### src/rtl/conveng_pkg.sv
// Shared constants, entry type and scale/saturate helpers for outinf.
// OUTINF_ROUND_EN selects round-half-up ahead of the right shift.
package conveng_pkg;

  localparam int KS_DEF = 3;
  localparam int PB_DEF = 8;

  typedef struct packed {
    logic [PB_DEF-1:0] data;
    logic              last_x;
    logic              last_y;
  } fifo_ent_t;

  function automatic logic [31:0] out_dim(
    input logic [31:0] dim,
    input int          ks
  );
    return dim - 32'(ks) + 32'd1;
  endfunction

  function automatic logic [31:0] sat_shift(
    input logic [31:0] val,
    input int          shift,
    input int          pb
  );
    logic [32:0] sum;
    logic [32:0] s;
    logic [32:0] mx;
    sum = {1'b0, val};
`ifdef OUTINF_ROUND_EN
    if (shift > 0) sum = sum + (33'd1 << (shift - 1));
`endif
    s  = sum >> shift;
    mx = (33'd1 << pb) - 33'd1;
    return (s > mx) ? mx[31:0] : s[31:0];
  endfunction

endpackage

### src/rtl/outinf_fifo.sv
// First-word fall-through FIFO with a registered head entry.
// Async active-high reset; exposes full, empty and occupancy count.
module outinf_fifo #(
  parameter int W     = 10,
  parameter int DEPTH = 4
) (
  input  logic                     clk,
  input  logic                     rst,
  input  logic                     push_i,
  input  logic [W-1:0]             wdata_i,
  input  logic                     pop_i,
  output logic [W-1:0]             rdata_o,
  output logic                     full_o,
  output logic                     empty_o,
  output logic [$clog2(DEPTH):0]   count_o
);

  localparam int AW = $clog2(DEPTH);
  localparam int CW = AW + 1;

  logic [W-1:0]  mem_q [DEPTH];
  logic [AW-1:0] wr_q, wr_d;
  logic [AW-1:0] rd_q, rd_d;
  logic [AW-1:0] rd_nxt;
  logic [CW-1:0] cnt_q, cnt_d;
  logic [W-1:0]  head_q, head_d;
  logic          push, pop;

  assign full_o  = cnt_q == CW'(DEPTH);
  assign empty_o = cnt_q == '0;
  assign count_o = cnt_q;
  assign rdata_o = head_q;
  assign push    = push_i && !full_o;
  assign pop     = pop_i && !empty_o;
  assign rd_nxt  = rd_q + 1'b1;

  always_comb begin
    wr_d   = wr_q;
    rd_d   = rd_q;
    cnt_d  = cnt_q;
    head_d = head_q;
    if (push) wr_d = wr_q + 1'b1;
    if (pop)  rd_d = rd_nxt;
    unique case ({push, pop})
      2'b10:   cnt_d = cnt_q + 1'b1;
      2'b01:   cnt_d = cnt_q - 1'b1;
      default: cnt_d = cnt_q;
    endcase
    // Head reloads from the new word only when it is about to be the oldest.
    if (push && (empty_o || (cnt_q == CW'(1) && pop)))
      head_d = wdata_i;
    else if (pop && cnt_q > CW'(1))
      head_d = mem_q[rd_nxt];
  end

  always_ff @(posedge clk) begin
    if (push) mem_q[wr_q] <= wdata_i;
  end

  always_ff @(posedge clk or posedge rst) begin
    if (rst) begin
      wr_q   <= '0;
      rd_q   <= '0;
      cnt_q  <= '0;
      head_q <= '0;
    end else begin
      wr_q   <= wr_d;
      rd_q   <= rd_d;
      cnt_q  <= cnt_d;
      head_q <= head_d;
    end
  end

endmodule

### src/rtl/outinf.sv
// Output interface: scale/saturate results, tag frame position, buffer, done.
// Define OUTINF_ROUND_EN for round-half-up scaling (see conveng_pkg).
module outinf
  import conveng_pkg::*;
#(
  parameter int XB    = 10,
  parameter int YB    = 10,
  parameter int PB    = 8,
  parameter int KS    = KS_DEF,
  parameter int SHIFT = 3,
  parameter int DEPTH = 4
) (
  input  logic            clk,
  input  logic            rst,
  input  logic [XB-1:0]   cfg_width,
  input  logic [YB-1:0]   cfg_height,
  input  logic [2*PB-1:0] pix_in,
  input  logic            pix_in_valid,
  output logic            pix_in_ready,
  output logic [PB-1:0]   px_out_data,
  output logic            px_out_valid,
  input  logic            px_out_ready,
  output logic            px_out_last_x,
  output logic            px_out_last_y,
  output logic            done
);

  localparam int FW = PB + 2;
  localparam int CW = $clog2(DEPTH) + 1;

  logic [XB-1:0] col_q, col_d;
  logic [XB-1:0] w_q, w_d, w_cur;
  logic [YB-1:0] row_q, row_d;
  logic [YB-1:0] h_q, h_d, h_cur;
  logic          done_q, done_d;
  logic          accept, first, last_x, last_y, pop;
  logic [PB-1:0] px;
  logic          fifo_full, fifo_empty;
  logic [CW-1:0] fifo_cnt;
  logic [FW-1:0] head;

  assign pix_in_ready = !fifo_full;
  assign accept       = pix_in_valid && pix_in_ready;
  assign px_out_valid = fifo_cnt != '0;
  assign pop          = px_out_ready && !fifo_empty;
  assign done         = done_q;
  assign {px_out_data, px_out_last_x, px_out_last_y} = head;

  always_comb begin
    first  = (col_q == '0) && (row_q == '0);
    // Frame-start beat sizes itself from live cfg; later beats use the latch.
    w_cur  = first ? XB'(out_dim(32'(cfg_width), KS)) : w_q;
    h_cur  = first ? YB'(out_dim(32'(cfg_height), KS)) : h_q;
    last_x = col_q == w_cur - XB'(1);
    last_y = row_q == h_cur - YB'(1);
    px     = PB'(sat_shift(32'(pix_in), SHIFT, PB));
    col_d  = col_q;
    row_d  = row_q;
    w_d    = w_q;
    h_d    = h_q;
    if (accept) begin
      w_d = w_cur;
      h_d = h_cur;
      if (last_x) begin
        col_d = '0;
        row_d = last_y ? '0 : row_q + 1'b1;
      end else begin
        col_d = col_q + 1'b1;
      end
    end
    done_d = done_q;
    if (pop && head[1] && head[0]) done_d = 1'b1;
    else if (accept)               done_d = 1'b0;
  end

  always_ff @(posedge clk or posedge rst) begin
    if (rst) begin
      col_q  <= '0;
      row_q  <= '0;
      w_q    <= '0;
      h_q    <= '0;
      done_q <= 1'b0;
    end else begin
      col_q  <= col_d;
      row_q  <= row_d;
      w_q    <= w_d;
      h_q    <= h_d;
      done_q <= done_d;
    end
  end

  outinf_fifo #(
    .W     (FW),
    .DEPTH (DEPTH)
  ) u_fifo (
    .clk     (clk),
    .rst     (rst),
    .push_i  (accept),
    .wdata_i ({px, last_x, last_y}),
    .pop_i   (pop),
    .rdata_o (head),
    .full_o  (fifo_full),
    .empty_o (fifo_empty),
    .count_o (fifo_cnt)
  );

endmodule
### config.mk
export PLATFORM = sky130hd
export DESIGN_NAME = outinf
export DESIGN_NICKNAME = d
export VERILOG_FILES = /design/src/rtl/conveng_pkg.sv /design/src/rtl/outinf_fifo.sv /design/src/rtl/outinf.sv
export SDC_FILE = /design/constraint.sdc
export NUM_CORES = 1
export LEC_CHECK = 0
export CORE_MARGIN = 3
export CORE_UTILIZATION = 35
export CTS_CLUSTER_DIAMETER = 30
export DETAILED_ROUTE_END_ITERATION = 8
export HOLD_SLACK_MARGIN = 0.06
export PLACE_DENSITY = 0.56
export SLEW_MARGIN = 20
export SYNTH_ARGS = -nofsm -noshare
export SYNTH_HDL_FRONTEND = slang
export SYNTH_SLANG_ARGS = --single-unit
### constraint.sdc
create_clock -name clk -period 4.45 [get_ports clk]
set_clock_uncertainty 0.05 [all_clocks]
set_input_delay 0.89 -clock clk [delete_from_list [all_inputs] [get_ports clk]]
set_output_delay 0.89 -clock clk [all_outputs]
set_load 0.02 [all_outputs]
* Word level (Yosys, flattened, before mapping)
Memory sizes are Yosys's and may differ from the RTL's.
Index checks and enable logic that the tools add are counted.
** Storage, ports and cells
- RAM bits :: 40
- Memories kept :: 1
- Register bits after elaboration :: 58
- Logic and storage cells :: 63
** Cells by class
- Add/subtract/negate cells :: 12
- Reduce and logical (&&, ||, !) cells :: 21
- Mux-type cells :: 12
- Equal/unequal tests :: 6
- Magnitude comparators :: 2
** Memories
- u_fifo.mem_q :: words 4, width 10, read ports 1, clocked after memory_dff 0, wr ports 1, RTL line outinf_fifo.sv:21 : logic [W-1:0] mem_q [DEPTH];
** Operators with widths (number)
- 10-bit 2-to-1 mux :: 6
- 10-bit by 1-bit adder with 10-bit output (second input constant) :: 2
- 10-bit by 2-bit adder with 10-bit output (second input constant) :: 2
- 10-bit equality test :: 2
- 10-bit zero test :: 2
- 10-bit by 1-bit subtractor with 10-bit output (second input constant) :: 2
- 10-bit by 2-bit subtractor with 10-bit output (second input constant) :: 2
- 13-bit by 8-bit greater-than comparator with 1-bit output (second input constant) :: 1
- 1-bit logical AND :: 10
- 8-bit 2-to-1 mux :: 1
- 3-bit case mux with 2 select lines :: 1
- 2-bit nonzero test :: 3
- 2-bit by 1-bit adder with 2-bit output (second input constant) :: 2
- 1-bit 2-to-1 mux :: 4
- 3-bit by 1-bit adder with 3-bit output (second input constant) :: 1
- 3-bit by 1-bit equality test with 1-bit output (second input constant) :: 1
- 3-bit equality test (second input constant) :: 1
- 3-bit by 1-bit greater-than comparator with 1-bit output (second input constant) :: 1
- 3-bit zero test :: 1
- 3-bit nonzero test :: 1
- 3-bit by 1-bit subtractor with 3-bit output (second input constant) :: 1
- 2-bit by 1-bit equality test with 1-bit output (second input constant) :: 1
- 2-bit equality test (second input constant) :: 1
- 1-bit zero test :: 2
- 2 further kinds :: 2

* Depth between registers and ports, before layout
Gate-level depths: netlist (run 1).
- Depth after elaboration :: 8
- Gate-level depth with buffers :: 21
- Gate-level depth less buffers :: 18

* Modules after synthesis
From an unflattened synthesis (run 1), not the netlist that was laid out.
** Second synthesis, totals
- Cell total of the unflattened synthesis :: 607
- Area total of the unflattened synthesis :: 6087.1 um2
** By module, submodules not included
- outinf :: area each 3672.3 um2, cells each 449, instances 1, sequential area each 1026.0 um2
- outinf_fifo :: area each 2414.8 um2, cells each 158, instances 1, sequential area each 1626.6 um2

* Least setup slack after synthesis (run 1)
No wires, ideal clock.
- Path kind :: flip-flop to flip-flop
- Start point :: register row_q[0]
- End point :: register row_q[8]
- Period minus slack after synthesis :: 4011 ps
- Path slack :: 439 ps
- Data arrival time :: 3884 ps
- Path buffers :: 3
- Cell stages (with the launch flop) :: 21
- Library setup time :: 77 ps
- Path through :: dfrtp_1 inv_1 ha_1 nor4b_2 and3_1 buf_2 nand2_2 clkbuf_1 nor2_1 a21oi_1 ha_1 nand3_1 nor3_1 a31oi_2 nor3_1 xor2_1 a211oi_2 or2_1 buf_6 or4_1 a21oi_1
** On the way
- Longest elaborated chain between the ends :: 6
** Ends and longest elaborated chain
- start: declaration :: RTL line outinf.sv:33 : logic [YB-1:0] row_q, row_d;
- start signal: assignment :: RTL line outinf.sv:85 : row_q <= row_d;
- 10-bit zero test :: RTL line outinf.sv:50 : first = (col_q == '0) && (row_q == '0);
- 1-bit logical AND :: RTL line outinf.sv:50
- 10-bit 2-to-1 mux, on equally long branches :: RTL line outinf.sv:53, outinf.sv:52
- 10-bit by 1-bit subtractor with 10-bit output, on equally long branches :: RTL line outinf.sv:55, outinf.sv:54
- 10-bit equality test, on equally long branches :: RTL line outinf.sv:55, outinf.sv:54
- 10-bit 2-to-1 mux / 2-bit AND reduction (equally long branches)
Several ways; a longest one is shown, not always the timed one.
A chain may end at the register's enable or synchronous reset.

* Final worst setup path (run 1)
- Start point :: register col_q[0]
- End point :: register row_q[4]
** On the way
- Longest elaborated chain between the ends :: 6
** Ends and longest elaborated chain
- start: declaration :: RTL line outinf.sv:31 : logic [XB-1:0] col_q, col_d;
- start signal: assignment :: RTL line outinf.sv:84 : col_q <= col_d;
- 10-bit zero test :: RTL line outinf.sv:50
- 1-bit logical AND :: RTL line outinf.sv:50
- 10-bit 2-to-1 mux, on equally long branches :: RTL line outinf.sv:53, outinf.sv:52
- 10-bit by 1-bit subtractor with 10-bit output, on equally long branches :: RTL line outinf.sv:55, outinf.sv:54
- 10-bit equality test, on equally long branches :: RTL line outinf.sv:55, outinf.sv:54
- 10-bit 2-to-1 mux / 2-bit AND reduction (equally long branches)
Several ways; a longest one is shown, not always the timed one.

==> results of run 1 <==
## worst max-delay path, delay by kind of cell (launching register included)
family	cells	cell delay, ps
buffers and inverters	2	350
adders and majority gates	2	450
DFF	1	410
AOI/OAI and AO/OA	4	660
and+or+nand+nor	7	1560
muxes	2	470
## final timing paths
path                            depth (start not counted)  startpoint             end
worst min register to register                          2      h_q[9]          h_q[9]
min in group asynchronous                               2         rst          h_q[3]
worst min-delay path                                    2      h_q[9]          h_q[9]
worst max register to register                         17    col_q[0]        row_q[4]
worst max-delay path                                   17    col_q[0]        row_q[4]
max in group asynchronous                               3         rst  u_fifo.rd_q[1]
## report_power, final
group	switching, W	leakage [nW]	total (W)	internal [W]
sequential	0.000183	1.05	0.00130	0.00112
clock	0.000389	0.149	0.000789	0.000400
combinational	0.000472	1.57	0.000928	0.000456
## registers in the layout, summed over array words and instances (netlist names)
signal	cells
u_fifo.wr_q	2
row_q	10
h_q	10
u_fifo.rd_q	2
col_q	10
u_fifo.rdata_o	10
done	1
u_fifo.mem_q	40
u_fifo.count_o	3
w_q	10
## per-stage QoR
stage | instances | hold WS [ps] | power [W] | instance area [um^2] | setup WS (ps)
floorplan | 572 | 399.7 | 0.001914 | 5843 | 438.7
global placement | 836 | 415.7 | 0.002220 | 6679 | 84.51
detailed placement | 836 | 426.4 | 0.002259 | 6679 | 22.93
CTS | 852 | 443.7 | 0.003054 | 6985 | 233.5
global route | 852 | 479.9 | 0.003225 | 7008 | 9.414
finish | 852 | 443.9 | 0.003019 | 7008 | 405.2
## cell families after synthesis
family          synth area share [%]
compound gates                 11.99
xor+xnor                       6.595
fa+ha+maj                      3.640
buf+inv                        3.876
flops                          45.40
mux                            7.794
simple gates                   20.71
## layout by cell type (no fill, tap or decap), types with 3 or more instances in the layout
master,synthesis,routed
ha_1,17,16
nor3_1,19,18
xnor2_1,29,29
o21a_1,3,3
and2_1,6,6
nor4_1,6,6
o211a_1,3,3
or3_1,12,12
buf_4,3,27
clkinv_4,0,3
clkdlybuf4s50_1,0,49
mux2i_1,23,23
xor2_1,15,15
a21o_1,4,4
clkbuf_16,0,9
o21ai_0,58,57
or4_1,5,5
nand2_1,52,52
nand3_1,15,15
nand2b_1,6,6
o211ai_1,5,5
edfxtp_1,40,40
inv_1,25,24
and3_1,13,13
mux4_2,10,10
dfrtp_1,58,58
nand4_1,8,8
nor2_1,36,36
nand3b_1,4,4
a211oi_1,5,5
nor3b_1,9,8
a21oi_1,13,13
## area by class of cell
class                      count  area (um^2)
multi-input combinational    421         2992
fill                        1552         9107
tap                          216        270.3
clock inverter                 7        81.33
clock buffer                   9        225.2
inverter                      25        93.84
timing repair buffer          76        693.2
sequential                    98         2653
## per-layer routing
metal,GRT usage (%),vias to the layer above
li1,-,2213
met1,21.46,2196
met2,27.05,123
met3,2.897,16
met4,4.311,0
met5,0,-
## repair_timing
action / 4_1_cts / 5_1_grt
resized for setup: 0 / 3
setup endpoints to repair: 0 / 10
setup buffers: 0 / 0
hold buffers: 0 / 0
==> flow_metrics.py, run 1 <==
metrics = {
    "global_route": {
        "first_global_vias": 4611,
        "grt_use_total_pct": 16.07,
        "grt_pass1_wl_um": 23340,
        "antenna_found_initial": 0,
        "grt_max_degree": 36,
        "grt-ovfl-total": 0,
    },
    "worst_setup_path": {
        "cp_slowest_stage_delay_ps": 530,
        "r2r_setup_slack_ps": 410,
        "required_ps": 4670,
        "crit_fanout": 16,
        "endpoint_kind": "flip-flop",
        "critPathKind": "flip-flop to flip-flop",
        "arrival_ps": 4260,
        "crit_chain": "inv_1 -> ha_1 -> nor4b_4 -> and3_1 -> nand2_2 -> buf_4 -> nor2_1 -> a21oi_1 -> ha_1 -> and4b_1 -> mux2i_1 -> nor2_1 -> mux2i_1 -> a211oi_1 -> o211a_1 -> or4b_1 -> o211ai_1",
        "start_kind": "flip-flop",
        "cp_slowest_cell": "or4b_1",
    },
    "floorplan": {
        "core_area_um2": 16120,
        "die_h_um": 135.2,
        "dieArea_um2": 18280,
        "fp.dieW_um": 135.2,
        "rows": 46,
        "start_util_pct": 36.26,
        "io_pins": 53,
    },
    "synth": {
        "ys_warn_count": 0,
        "synthFlopType": "dfrtp_1",
        "synth_area_um2": 5843,
        "synth_top_area_share_pct": 24.84,
        "yosys-top-cells-area": "dfrtp_1, edfxtp_1, o21ai_0",
        "synthArstFlopShare_pct": 59.18,
        "synth_area_per_cell_um2": 10.22,
        "synth_top_cell_by_area": "dfrtp_1",
        "ys_seq_area_share_pct": 45.40,
        "yosys-top-cells-count": "dfrtp_1, o21ai_0, nand2_1",
        "synth_edf_count": 40,
        "syn-num-nets": 629,
        "syn-instance-count": 572,
        "synth.distinct_cells": 71,
        "ys_seq_elements": 98,
    },
    "detailed_routing": {
        "drcViolationCount": 0,
        "firstDrtPassIters": 5,
        "top_signal_layer_used": "met4",
        "via_per_inst": 5.338,
        "route.met2.wl_um": 6666,
        "postRouteAntennaNets": 0,
        "routedWlPerCell_um": 16.27,
        "dr_wl_met3_um": 618,
        "vias": 4548,
        "drtIter0Drc": 253,
        "route.layer.met1.wl_um": 6338,
        "wl_um": 13860,
    },
    "sta": {
        "setup_viol": 0,
        "rsz0062_at_grt": "false",
        "min_period_ps": 4045,
        "slew_violations": 0,
        "period_share_pct": 90.89,
        "final_hold_viol_count": 0,
        "worst_slew_pin_slew_ps": 817.7,
        "fmax_mhz": 247.2,
        "relSlewSlack_pct": 45.41,
        "tns_ps": 0,
    },
    "status": {
        "status": "finished clean",
    },
    "clocking": {
        "clk_pin_slew_worst_paths_ps": 70,
        "cts_buffer_depth": 2,
        "cts-root-buf": "clkbuf_16",
        "numCtsBuffers": 9,
        "insertion_delay_ps": 350,
        "clock-sinks": 98,
        "h-tree-depth": 3,
        "cts_tree": "done",
    },
    "cells_and_area": {
        "diodes": 0,
        "layout-drive-gt1-share_pct": 11.64,
        "syn_to_final_growth_pct": 19.94,
        "final_nets": 688,
        "post-route-util_pct": 43.49,
    },
    "pwr": {
        "p_leak_nw": 2.763,
        "powerDensity_nw_per_um2": 430.8,
        "ir_drop_v": 0.0002560,
    },
    "placed_design": {
        "hpwl_um": 10300,
        "portBuffers": 49,
        "place.gp.congestion": 0.8762,
    },
    "worst_hold_path": {
        "min_path_type": "flip-flop to flip-flop",
    },
    "job": {
        "drv_cap": 0,
    },
}
(Power assumes the default switching activity.)
==> run 2: changes to the inputs <==
--- a/config.mk
+++ b/config.mk
@@ -5,12 +5,15 @@
 export SDC_FILE = /design/constraint.sdc
 export NUM_CORES = 1
 export LEC_CHECK = 0
+export ABC_AREA = 1
+export CAP_MARGIN = 20
 export CORE_MARGIN = 3
 export CORE_UTILIZATION = 35
 export CTS_CLUSTER_DIAMETER = 30
 export DETAILED_ROUTE_END_ITERATION = 8
 export HOLD_SLACK_MARGIN = 0.06
 export PLACE_DENSITY = 0.56
+export REMOVE_ABC_BUFFERS = 1
 export SLEW_MARGIN = 20
 export SYNTH_ARGS = -nofsm -noshare
 export SYNTH_HDL_FRONTEND = slang
==> flow_metrics.py, run 2 <==
metrics = {
    "floorplan": {
        "io_pins": 53,
        "fp.dieW_um": 140.8,
        "start_util_pct": 36.27,
        "die_h_um": 140.8,
        "dieArea_um2": 19820,
        "core_area_um2": 17540,
        "rows": 48,
    },
    "worst_setup_path": {
        "endpoint_kind": "flip-flop",
        "r2r_setup_slack_ps": 880,
        "critPathKind": "flip-flop to flip-flop",
        "required_ps": 4640,
        "endpoint": "col_q[6]",
        "rr_startpoint": "row_q[0]",
        "arrival_ps": 3760,
        "cp_slowest_cell": "dfrtp_1",
        "worstSetupPathDepth": 18,
        "r2r_cells": 18,
        "crit_fanout": 23,
        "critical_path_buf_inv_count": 3,
        "cp-startpoint": "row_q[0]",
        "worst_path_most_repeated_cell": "nand3_1",
        "r2r-end": "col_q[6]",
        "cpLargestDelayFamily": "simple AND/OR/NAND/NOR gates",
        "crit_chain": "inv_1 -> ha_1 -> nand3_1 -> nor2_4 -> nand2_4 -> nand2_1 -> nand2_1 -> ha_1 -> xor2_1 -> nand3_1 -> nor2_1 -> nand3_1 -> nor2_1 -> nand3_2 -> inv_2 -> nand2_4 -> nand3_1 -> inv_2",
        "cp_slowest_stage_delay_ps": 470,
        "start_kind": "flip-flop",
    },
    "clocking": {
        "cts_tree": "done",
        "post_cts_buffers": 0,
        "cts_buffer_depth": 2,
        "numCtsBuffers": 9,
        "hold_buffers": 0,
        "insertion_delay_ps": 350,
        "ctsResizeCount": 0,
        "h-tree-depth": 3,
        "cts-root-buf": "clkbuf_16",
        "clk_pin_slew_worst_paths_ps": 70,
        "clock-sinks": 98,
    },
    "job": {
        "drv_cap": 0,
    },
    "cells_and_area": {
        "final_nets": 984,
        "diodes": 0,
        "fillers": 1807,
        "layout-drive-gt1-share_pct": 7.833,
        "final_common_cell": "nand2_1",
        "largest_reg_flops": 40,
        "syn_to_final_growth_pct": 16.27,
        "post-route-util_pct": 42.17,
        "most-common-layout-cells": "nand2_1, inv_1, nor2_1",
        "regMostFlops": "u_fifo.mem_q",
    },
    "sta": {
        "setup_viol": 0,
        "relSlewSlack_pct": 38.28,
        "min_period_ps": 3571,
        "fmax_mhz": 280.1,
        "tns_ps": 0,
        "final_hold_viol_count": 0,
        "slew_violations": 0,
        "period_share_pct": 80.24,
        "worst_slew_pin_slew_ps": 922.4,
        "rsz0062_at_grt": "false",
    },
    "global_route": {
        "grt_pass1_wl_um": 24700,
        "first_global_vias": 4981,
        "grt_max_degree": 48,
        "grt_use_total_pct": 15.50,
        "antenna_found_initial": 0,
        "grt-ovfl-total": 0,
    },
    "synth": {
        "yosys-top-cells-count": "nand2_1, inv_1, nor2_1",
        "synth_area_um2": 6360,
        "ys_warn_count": 0,
        "yosys-top-cells-area": "dfrtp_1, edfxtp_1, nand2_1",
        "syn-instance-count": 875,
        "synthFlopType": "dfrtp_1",
        "synth_area_per_cell_um2": 7.268,
        "synthArstFlopShare_pct": 59.18,
        "ys_seq_elements": 98,
        "synth.most_common_cell": "nand2_1",
        "synth.distinct_cells": 36,
        "ys_seq_area_share_pct": 41.71,
        "synth_edf_count": 40,
        "synth_top_cell_by_area": "dfrtp_1",
        "synth_top_area_share_pct": 22.82,
    },
    "detailed_routing": {
        "routedWlPerCell_um": 12.77,
        "postRouteAntennaNets": 0,
        "vias": 5340,
        "drcViolationCount": 0,
        "wl_um": 14780,
        "drtIter0Drc": 278,
        "via_per_inst": 4.615,
        "firstDrtPassIters": 4,
    },
    "worst_hold_path": {
        "min_path_type": "flip-flop to flip-flop",
    },
    "pwr": {
        "ir_drop_v": 0.0002331,
        "p_leak_nw": 3.717,
        "powerDensity_nw_per_um2": 467.1,
    },
    "placed_design": {
        "portBuffers": 49,
        "place.gp.congestion": 0.8210,
        "hpwl_um": 10990,
    },
    "status": {
        "status": "finished clean",
    },
}
==> run 2: cell types whose count changed after synthesis, moves of 13 or more <==
| cell | delta |
|---|---|
| nand3_1 | +60 |
| nor2_1 | +44 |
| and3_1 | -13 |
| xnor2_1 | -24 |
| inv_1 | +111 |
| mux2i_1 | -23 |
| nand2_1 | +227 |
==> run 2: cell families after synthesis <==
family	count (synthesis)	synth area share, %
DFF	98	41.71
xor gates and xnor gates	27	3.718
adders and majority gates	17	3.344
buffers and inverters	163	9.876
AOI/OAI and AO/OA	80	7.004
and+or+nand+nor	490	34.35
==> run 2: worst min-delay path by stage <==
stage | endpoint | from | depth (start not counted)
3_3_place_gp | w_q[8] | w_q[8] | 2
3_5_place_dp | h_q[0] | h_q[0] | 2
6_report | h_q[4] | h_q[4] | 2
5_1_grt | w_q[2] | w_q[2] | 2
2_1_floorplan | w_q[8] | w_q[8] | 2
4_1_cts | h_q[5] | h_q[5] | 2
==> run 2: metal layers <==
layer	part of all wire, %	vias to the layer above	track usage, %
met1	48	2404	20.15
met3	3.5	20	2.646
met4	2.3	0	5.201
met2	47	72	26.23
met5	0	-	0
li1	-	2844	-
==> run 2: area by class of cell <==
type,count,area (um^2),share of cell area (%)
inverter,146,548.0,7.411
multi-input combinational,614,3079,41.64
tap,225,281.5,3.807
sequential,98,2653,35.87
timing repair buffer,58,558.0,7.547
clock buffer,9,225.2,3.046
clock inverter,7,50.05,0.6768
==> run 2: through the flow <==
step / cell area (um^2) / hold slack, ps / std cells / power, W / setup slack, ps
3_5_place_dp: 7119 / 422.9 / 1141 / 0.002747 / 746.7
4_1_cts: 7395 / 442.4 / 1157 / 0.003498 / 813.9
5_1_grt: 7395 / 460.6 / 1157 / 0.003768 / 439.6
3_3_place_gp: 7119 / 415.9 / 1141 / 0.002732 / 761.9
6_report: 7395 / 438.0 / 1157 / 0.003454 / 879.2
2_1_floorplan: 6280 / 397.9 / 858 / 0.002281 / 1235
==> run 2: worst reg2reg max path, stage by stage (launching register included) <==
cell and delay [ps]:
dfrtp_1 470, inv_1 150, ha_1 210, nand3_1 150, nor2_4 290, nand2_4 280, nand2_1 160, nand2_1 120
ha_1 330, xor2_1 150, nand3_1 120, nor2_1 150, nand3_1 90, nor2_1 150, nand3_2 190, inv_2 150
nand2_4 110, nand3_1 110, inv_2 30
==> run 2: where the power goes <==
part	internal, W	switching [W]	total, W
Combinational	0.000531	0.000872	0.00140
Sequential	0.00114	0.000168	0.00131
Clock	0.000383	0.000362	0.000745
==> run 3: changes to the inputs <==
==> constraint.sdc (replaced) <==
create_clock -name clk -period 3.32 [get_ports clk]
set_clock_uncertainty 0.05 [all_clocks]
set_input_delay 0.664 -clock clk [delete_from_list [all_inputs] [get_ports clk]]
set_output_delay 0.664 -clock clk [all_outputs]
set_load 0.02 [all_outputs]
==> flow_metrics.py, run 3 (synthesis gave the netlist of run 2 again) <==
metrics = {
    "sta": {
        "setup_viol": 0,
        "period_share_pct": 91.66,
        "fmax_mhz": 328.6,
        "worst_slew_pin_slew_ps": 684.9,
        "min_period_ps": 3043,
        "final_hold_viol_count": 0,
        "tns_ps": 0,
        "setup_ws_ps": 277.0,
        "relSlewSlack_pct": 54.17,
        "slew_violations": 0,
    },
    "clocking": {
        "h-tree-depth": 3,
        "hold_buffers": 0,
        "insertion_delay_ps": 350,
        "numCtsBuffers": 9,
        "clk_pin_slew_worst_paths_ps": 80,
        "clock-sinks": 98,
        "cts_tree": "done",
        "post_cts_buffers": 0,
        "cts_buffer_depth": 2,
        "cts-root-buf": "clkbuf_16",
    },
    "global_route": {
        "grt_max_degree": 37,
        "antenna_found_initial": 0,
        "grt-ovfl-total": 0,
        "first_global_vias": 5075,
        "grt_use_total_pct": 15.74,
        "grt_pass1_wl_um": 25230,
    },
    "cells_and_area": {
        "final_nets": 1010,
        "final_common_cell": "nand2_1",
        "most-common-layout-cells": "nand2_1, inv_1, nor2_1",
        "fillers": 1811,
        "diodes": 0,
        "post-route-util_pct": 43.69,
        "stdcell_count": 1183,
        "multi_input_area_um2": 3107,
        "regMostFlops": "u_fifo.mem_q",
        "largest_reg_flops": 40,
        "layout-drive-gt1-share_pct": 10.86,
        "syn_to_final_growth_pct": 20.46,
        "regArea_um2": 2653,
    },
    "worst_setup_path": {
        "cp_slowest_cell": "dfrtp_1",
        "cpLargestDelayFamily": "simple AND/OR/NAND/NOR gates",
        "worst_path_most_repeated_cell": "nand3_1",
        "arrival_ps": 3240,
        "crit_fanout": 12,
        "critical_path_buf_inv_count": 3,
        "crit_chain": "inv_1 -> ha_1 -> nand3_1 -> nor2_4 -> nand2_4 -> nand2_1 -> nand2_1 -> ha_1 -> xor2_1 -> nand3_1 -> nor2_1 -> nand3_1 -> nor2_1 -> nand3_2 -> inv_2 -> nand2_4 -> nand3_1 -> inv_2",
        "required_ps": 3520,
        "endpoint_kind": "flip-flop",
        "cp_slowest_stage_delay_ps": 430,
        "critPathKind": "flip-flop to flip-flop",
        "start_kind": "flip-flop",
    },
    "status": {
        "status": "finished clean",
    },
    "floorplan": {
        "io_pins": 53,
        "core_area_um2": 17540,
        "dieArea_um2": 19820,
        "die_h_um": 140.8,
        "fp.dieW_um": 140.8,
        "rows": 48,
        "start_util_pct": 36.27,
    },
    "detailed_routing": {
        "via_per_inst": 4.581,
        "postRouteAntennaNets": 0,
        "firstDrtPassIters": 5,
        "drcViolationCount": 0,
        "drtIter0Drc": 332,
        "wl_um": 15170,
        "vias": 5419,
        "routedWlPerCell_um": 12.82,
    },
    "placed_design": {
        "placed_cells": 1167,
        "place_ws_ps": -7.625,
        "portBuffers": 49,
        "place.gp.congestion": 0.8235,
        "hpwl_um": 11650,
    },
    "pwr": {
        "ir_drop_v": 0.0003653,
        "powerDensity_nw_per_um2": 626.2,
        "p_leak_nw": 3.880,
    },
    "worst_hold_path": {
        "min_path_type": "flip-flop to flip-flop",
    },
    "job": {
        "drv_cap": 0,
    },
}
-- run 3: cell count changes in the layout (fill, tap and decap cells not counted), sizes merged --
cell      change
buf          +26
clkinv        +2
clkinvlp      -2
-- run 3: worst paths after layout --
kind / startpoint / endpoint / slack (ps) / cells past startpoint
max: row_q[1] / col_q[6] / 280 / 18
min: h_q[3] / h_q[3] / 440 / 2
max reg2reg: row_q[1] / col_q[6] / 280 / 18
min reg2reg: h_q[3] / h_q[3] / 440 / 2
max in group asynchronous: rst / col_q[0] / 2000 / 3
min in group asynchronous: rst / u_fifo.rdata_o[5] / 630 / 2
-- run 3: worst min-delay path, stage by stage, from the launching register on --
cell and delay (ps):
dfrtp_1 350, nand2_1 50, o21ai_0 60
-- run 3: layer usage --
metal / vias up / GRT usage (%) / share of wire, %
met5: - / 0 / 0
met4: 0 / 4.029 / 1.1
met3: 11 / 2.374 / 3.1
met2: 80 / 26.66 / 47
met1: 2422 / 21.16 / 49
li1: 2906 / - / -
-- run 3: stage by stage --
step | area (um^2) | hold slack, ps | power, W
after CTS | 7634 | 442.8 | 0.004849
after global routing | 7661 | 466.8 | 0.005226
after detailed placement | 7327 | 424.0 | 0.003773
after floorplan | 6280 | 397.9 | 0.003057
final | 7661 | 436.2 | 0.004798
after global placement | 7327 | 417.5 | 0.003753
-- run 3: layout make-up --
type / count / share of cell area [%]
Timing Repair Buffer: 84 / 9.995
Multi-Input combinational cell: 614 / 40.55
Tap cell: 225 / 3.675
Clock inverter: 7 / 1.062
Sequential cell: 98 / 34.62
Clock buffer: 9 / 2.940
Inverter: 146 / 7.153
-- run 3: repair_timing --
| action | 4_1_cts | 5_1_grt |
|---|---|---|
| gates resized for setup | 0 | 7 |
| setup endpoints to repair | 0 | 22 |
| hold endpoints to repair | 0 | 0 |
-- run 3: where the power goes --
group	internal [W]	switching (W)	leakage (nW)
registers	0.00153	0.000177	1.08
logic	0.000783	0.00126	2.65
clock network	0.000538	0.000518	0.150
total	0.00285	0.00195	3.88
==> variant 1: new RTL, config.mk and constraints of run 2 <==
`DEPTH` is set to 4 in 2 places; all go to 8.
--- a/src/rtl/outinf_fifo.sv
+++ b/src/rtl/outinf_fifo.sv
@@ -2,7 +2,7 @@
 // Async active-high reset; exposes full, empty and occupancy count.
 module outinf_fifo #(
   parameter int W     = 10,
-  parameter int DEPTH = 4
+  parameter int DEPTH = 8
 ) (
   input  logic                     clk,
   input  logic                     rst,
--- a/src/rtl/outinf.sv
+++ b/src/rtl/outinf.sv
@@ -8,7 +8,7 @@
   parameter int PB    = 8,
   parameter int KS    = KS_DEF,
   parameter int SHIFT = 3,
-  parameter int DEPTH = 4
+  parameter int DEPTH = 8
 ) (
   input  logic            clk,
   input  logic            rst,
Behaviour: not the same (a bounded check fails within 10 cycles, from zero or initial values and one cycle with rst high).
==> variant 1 against run 2 <==
- cell area is 26% higher
- cell count is 13% higher
- total power is 53% higher
- sequential cell count is 43 higher
- wire length is 28% higher
- synthesized area is 24% higher
- setup slack worse by 0.24 ns
- via count is 17% higher
- sequential share of layout area is 6.2 points higher
- synthesized cell count is 9.1% higher
==> variant 1: results (changes against run 2) <==
metric;value;unit;change
clk_lat worst skew;0.42;ns;+0.07 ns
Seq/Total Area, Yosys;0.4977;;+0.08063
largest net degree at the start of global routing;44;;-8.3%
Total GRT Usage;0.1599;;+0.004903
flip-flop count of the largest register, all copies and words added;80;;+100%
share of cells above drive strength 1;0.1046;;+0.02627
distinct cell type count of the synthesized netlist;44;;+22%
number of gates given a new drive strength after cts;0;;unchanged
combinational group share of total power;0.364;;-0.042
power dissipated in the clock network;1.56;mW;+110%
Max VDD drop;0.2821;mV;+21%
most common library cells after synthesis;264 x sky130_fd_sc_hd__nand2_1, 106 x sky130_fd_sc_hd__inv_1, 96 x sky130_fd_sc_hd__nor2_1;;
overall via count from detail_route;6270;;+17%
met1 global-route usage;0.2164;;+0.01491
GR met3 Demand/Resource;0.04161;;+0.01515
final cell count without fillers;1303;;+13%
slew at the pin closest to its max-slew limit;0.7923;ns;-0.1301 ns
number of buffers created by CTS;17;;+8
number of filler cells placed in the layout;2234;;+24%
met2 Track Usage GR;0.2598;;-0.002555
first-pass iteration count of the detailed router;4;;unchanged
run status;finished, final reports clean;;
class of the tightest hold or removal check;reg -> reg;;
number of global-route vias before repair;5787;;+16%
arrival time of the worst setup path;4.07;ns;+0.31 ns
peak fanout along the critical path;18;;-22%
average size of a mapped cell;8.266;µm²;+14%
Final Wtd Congestion;0.8505;;+3.6%
switching share of power;0.3745;;-0.03146
Detailed Route Iter0 Violations;493;;+77%
CTS H-tree lvls;4;;+1
warning count from the yosys run;0;;unchanged
cell types with the largest area share after synthesis;sky130_fd_sc_hd__edfxtp_1 30%, sky130_fd_sc_hd__dfrtp_1 19%, sky130_fd_sc_hd__nand2_1 13%;;
DPL Wire Length;12.84;mm;+17%
number of enable-type register cells in the synthesized netlist;80;;+100%
final wirelength;18.86;mm;+28%
static leakage power;4.238;nW;+14%
final-stage net count;1064;;+8.1%
first-pass GRT wire length;30.66;mm;+24%
Port-buffer cells;49;;unchanged
share of flip-flops with an asynchronous set or reset;0.4326;;-0.1592
[variant 1: per-layer routing]
layer | wire length, µm | up-vias
met4 | 227 | 0
met5 | 0 | -
met3 | 823 | 17
li1 | - | 3234
met2 | 8794 | 110
met1 | 9012 | 2909
[variant 1: layout make-up]
class,instances,area share
Inverter,121,0.04861
Clock inverter,14,0.02196
Clock buffer,18,0.04700
Sequential cell,141,0.4205
Multi-Input combinational cell,664,0.3591
Tap cell,280,0.03749
Timing Repair Buffer,65,0.06535
[variant 1: critical path, stage by stage (launching register included)]
cell	delay, ns
sky130_fd_sc_hd__dfrtp_1	0.46
sky130_fd_sc_hd__inv_1	0.15
sky130_fd_sc_hd__ha_1	0.21
sky130_fd_sc_hd__nand2_1	0.10
sky130_fd_sc_hd__inv_1	0.06
sky130_fd_sc_hd__nand2_1	0.07
sky130_fd_sc_hd__nor2_4	0.19
sky130_fd_sc_hd__nand3_2	0.43
sky130_fd_sc_hd__nand2_1	0.26
sky130_fd_sc_hd__o21ai_4	0.10
sky130_fd_sc_hd__ha_1	0.31
sky130_fd_sc_hd__xor2_1	0.15
sky130_fd_sc_hd__nand3_1	0.09
sky130_fd_sc_hd__nor2_1	0.14
sky130_fd_sc_hd__nand3_1	0.13
sky130_fd_sc_hd__nor2_4	0.12
sky130_fd_sc_hd__nand3_4	0.13
sky130_fd_sc_hd__inv_2	0.16
sky130_fd_sc_hd__nand2_4	0.18
sky130_fd_sc_hd__nand3b_1	0.15
sky130_fd_sc_hd__inv_1	0.04
[variant 1: per-stage QoR]
step	hold slack, ns	worst slack, ns	power, mW	instance area [µm²]
floorplan	0.4030	1.226	3.076	7739
global placement	0.4161	0.6793	3.725	8700
detailed placement	0.4234	0.6148	3.745	8700
CTS	0.4385	0.6090	5.311	9344
global route	0.4518	0.2176	5.652	9344
finish	0.4372	0.6435	5.269	9344
[variant 1: cell families after synthesis]
family	after synthesis	share of synthesized area
adder cells (fa/ha/maj)	14	0.02219
XOR/XNOR	31	0.03614
buffers and inverters	150	0.07719
flip-flops	141	0.4977
AND/OR/NAND/NOR	501	0.2826
AO/OA/AOI/OAI	118	0.08417
[variant 1: path summary, 6_finish.rpt]
| check | from | end | slack, ns | depth (start not counted) |
|---|---|---|---|---|
| worst max-delay path | row_q[0] | col_q[7] | 0.64 | 20 |
| worst min-delay path | u_fifo.rdata_o[5] | u_fifo.rdata_o[5] | 0.44 | 2 |
| worst max register to register | row_q[0] | col_q[7] | 0.64 | 20 |
| worst min register to register | u_fifo.rdata_o[5] | u_fifo.rdata_o[5] | 0.44 | 2 |
| max in group asynchronous | rst | h_q[9] | 2.71 | 3 |
| min in group asynchronous | rst | w_q[4] | 0.88 | 2 |
==> variant 2: new RTL, settings of run 2 <==
Made on the original files. Take the reset off `h_q` and load it in a clocked block of its own.
--- a/src/rtl/outinf.sv
+++ b/src/rtl/outinf.sv
@@ -78,15 +78,17 @@
       col_q  <= '0;
       row_q  <= '0;
       w_q    <= '0;
-      h_q    <= '0;
       done_q <= 1'b0;
     end else begin
       col_q  <= col_d;
       row_q  <= row_d;
       w_q    <= w_d;
-      h_q    <= h_d;
       done_q <= done_d;
     end
+  end
+
+  always_ff @(posedge clk) begin
+    h_q <= h_d;
   end
 
   outinf_fifo #(
Behaviour: no difference found for any inputs over 4 cycles, from zero or initial values and one cycle with rst high; that may be too few to reach the edited logic, so the function may still have changed.
==> variant 2 against run 2 <==
- wire length increased by 0.54%
- critical endpoint is now row_q[2]
- setup slack better by 0.043 ns
- largest power group is now registers
- synthesized cell count shrank 6.5%
- maximum frequency rose by 1.2%
- total power fell by 1.1%
- synthesized area fell by 0.47%
- cell area is essentially flat
- sequential cell count is the same
==> variant 2: results (changes against run 2) <==
metric;value;unit;change
synthesized-area fraction occupied by ao, oa, aoi and oai cells;0.06780;;-0.002237
share of cells above drive strength 1;0.1105;;+0.03215
first-pass GRT wire length;24.54;mm;-0.64%
Detailed Route Iter0 Violations;295;;+6.1%
Max VDD drop;0.3527;mV;+51%
final-stage net count;930;;-5.5%
number of gates given a new drive strength after cts;0;;unchanged
worst rel slew slack;0.3233;;-0.05948
DPL Wire Length;11.13;mm;+1.2%
number of global-route vias before repair;4924;;-1.1%
Largest stage delay, worst path;0.40;ns;-0.07 ns
peak fanout along the critical path;19;;-17%
Total GRT Usage;0.1545;;-0.0005442
Seq/Total Area, Yosys;0.4270;;+0.009885
Post-synth top flop;sky130_fd_sc_hd__edfxtp_1;;
XOR/XNOR share of the synthesized area;0.03182;;-0.005358
distinct cell type count of the synthesized netlist;44;;+22%
post-CTS setup buffers;0;;unchanged
warning count from the yosys run;0;;unchanged
final wirelength;14.86;mm;+0.54%
dpl cell area;0.007087;mm²;-0.46%
post-synthesis share of cell area spent on full adders, half adders and majority gates;0.03360;;+0.0001587
most common library cells after synthesis;242 x sky130_fd_sc_hd__nand2_1, 112 x sky130_fd_sc_hd__inv_1, 82 x sky130_fd_sc_hd__nand3_1;;
largest net degree at the start of global routing;33;;-31%
Final Wtd Congestion;0.8197;;-0.16%
flip-flop count of the largest register, all copies and words added;40;;unchanged
cell types with the largest area share after synthesis;sky130_fd_sc_hd__edfxtp_1 24%, sky130_fd_sc_hd__dfrtp_1 19%, sky130_fd_sc_hd__nand2_1 14%;;
run status;finished, final reports clean;;
most frequently used cell type in the post-synthesis netlist;sky130_fd_sc_hd__nand2_1;;
CTS H-tree lvls;3;;unchanged
overall via count from detail_route;5271;;-1.3%
number of enable-type register cells in the synthesized netlist;50;;+25%
static leakage power;3.444;nW;-7.3%
clock tree buffer depth;2;;unchanged
mux cell area share after synthesis;0;;unchanged
first-pass iteration count of the detailed router;5;;+1
share of flip-flops with an asynchronous set or reset;0.4898;;-0.1020
R2R Setup Slk;0.92;ns;+0.04 ns
-- variant 2: cell families (layout without fill, tap and decap cells) --
family                     after synthesis  in the layout
AOI/OAI and AO/OA                       72             72
xor gates and xnor gates                23             23
adders and majority gates               17             17
buffers and inverters                  133            193
DFF                                     98             98
and+or+nand+nor                        475            475
-- variant 2: metal layers --
metal / global-route usage / up-vias / part of all wire
met5: 0 / - / 0
met4: 0.04895 / 0 / 0.017
met3: 0.02697 / 13 / 0.033
met2: 0.2500 / 86 / 0.46
met1: 0.2110 / 2427 / 0.49
li1: - / 2745 / -
-- variant 2: worst max-delay path: cells and delay by family, from the launching register on --
family / cells / cell delay, ns
buffers and inverters: 1 / 0.15
xor gates and xnor gates: 1 / 0.15
adders and majority gates: 2 / 0.53
and+or+nand+nor: 13 / 1.96
AOI/OAI and AO/OA: 1 / 0.15
DFF: 1 / 0.40
-- variant 2: layout make-up --
cell class | count | area (µm²)
Clock buffer | 10 | 250.2
Clock inverter | 6 | 62.56
Fill cell | 1758 | 10080
Inverter | 120 | 450.4
Multi-Input combinational cell | 587 | 3102
Sequential cell | 98 | 2703
Tap cell | 225 | 281.5
Timing Repair Buffer | 57 | 550.5
-- variant 2: path summary, 6_finish.rpt --
path | from | to | cells after the start
setup / recovery | col_q[0] | row_q[2] | 18
hold / removal | u_fifo.rdata_o[2] | u_fifo.rdata_o[2] | 2
setup reg to reg | col_q[0] | row_q[2] | 18
hold reg to reg | u_fifo.rdata_o[2] | u_fifo.rdata_o[2] | 2
max in group asynchronous | rst | row_q[0] | 3
min in group asynchronous | rst | w_q[8] | 2
-- variant 2: report_power, final --
part	leakage [nW]	internal (mW)	switching (mW)	total, mW
logic	2.30	0.482	0.780	1.26
clock network	0.154	0.431	0.391	0.822
registers	0.995	1.16	0.171	1.33
total	3.44	2.07	1.34	3.41
-- variant 2: metrics by stage --
stage | util | hold WS, ns | power (mW) | instances | setup WS [ns]
6_report | 0.4234 | 0.4378 | 3.415 | 1103 | 0.9220
5_1_grt | 0.4234 | 0.4604 | 3.669 | 1103 | 0.5968
4_1_cts | 0.4234 | 0.4459 | 3.457 | 1103 | 0.8886
3_5_place_dp | 0.4055 | 0.4249 | 2.627 | 1087 | 0.7155
3_3_place_gp | 0.4055 | 0.4155 | 2.611 | 1087 | 0.7405
2_1_floorplan | - | 0.4030 | 2.174 | 805 | 1.372
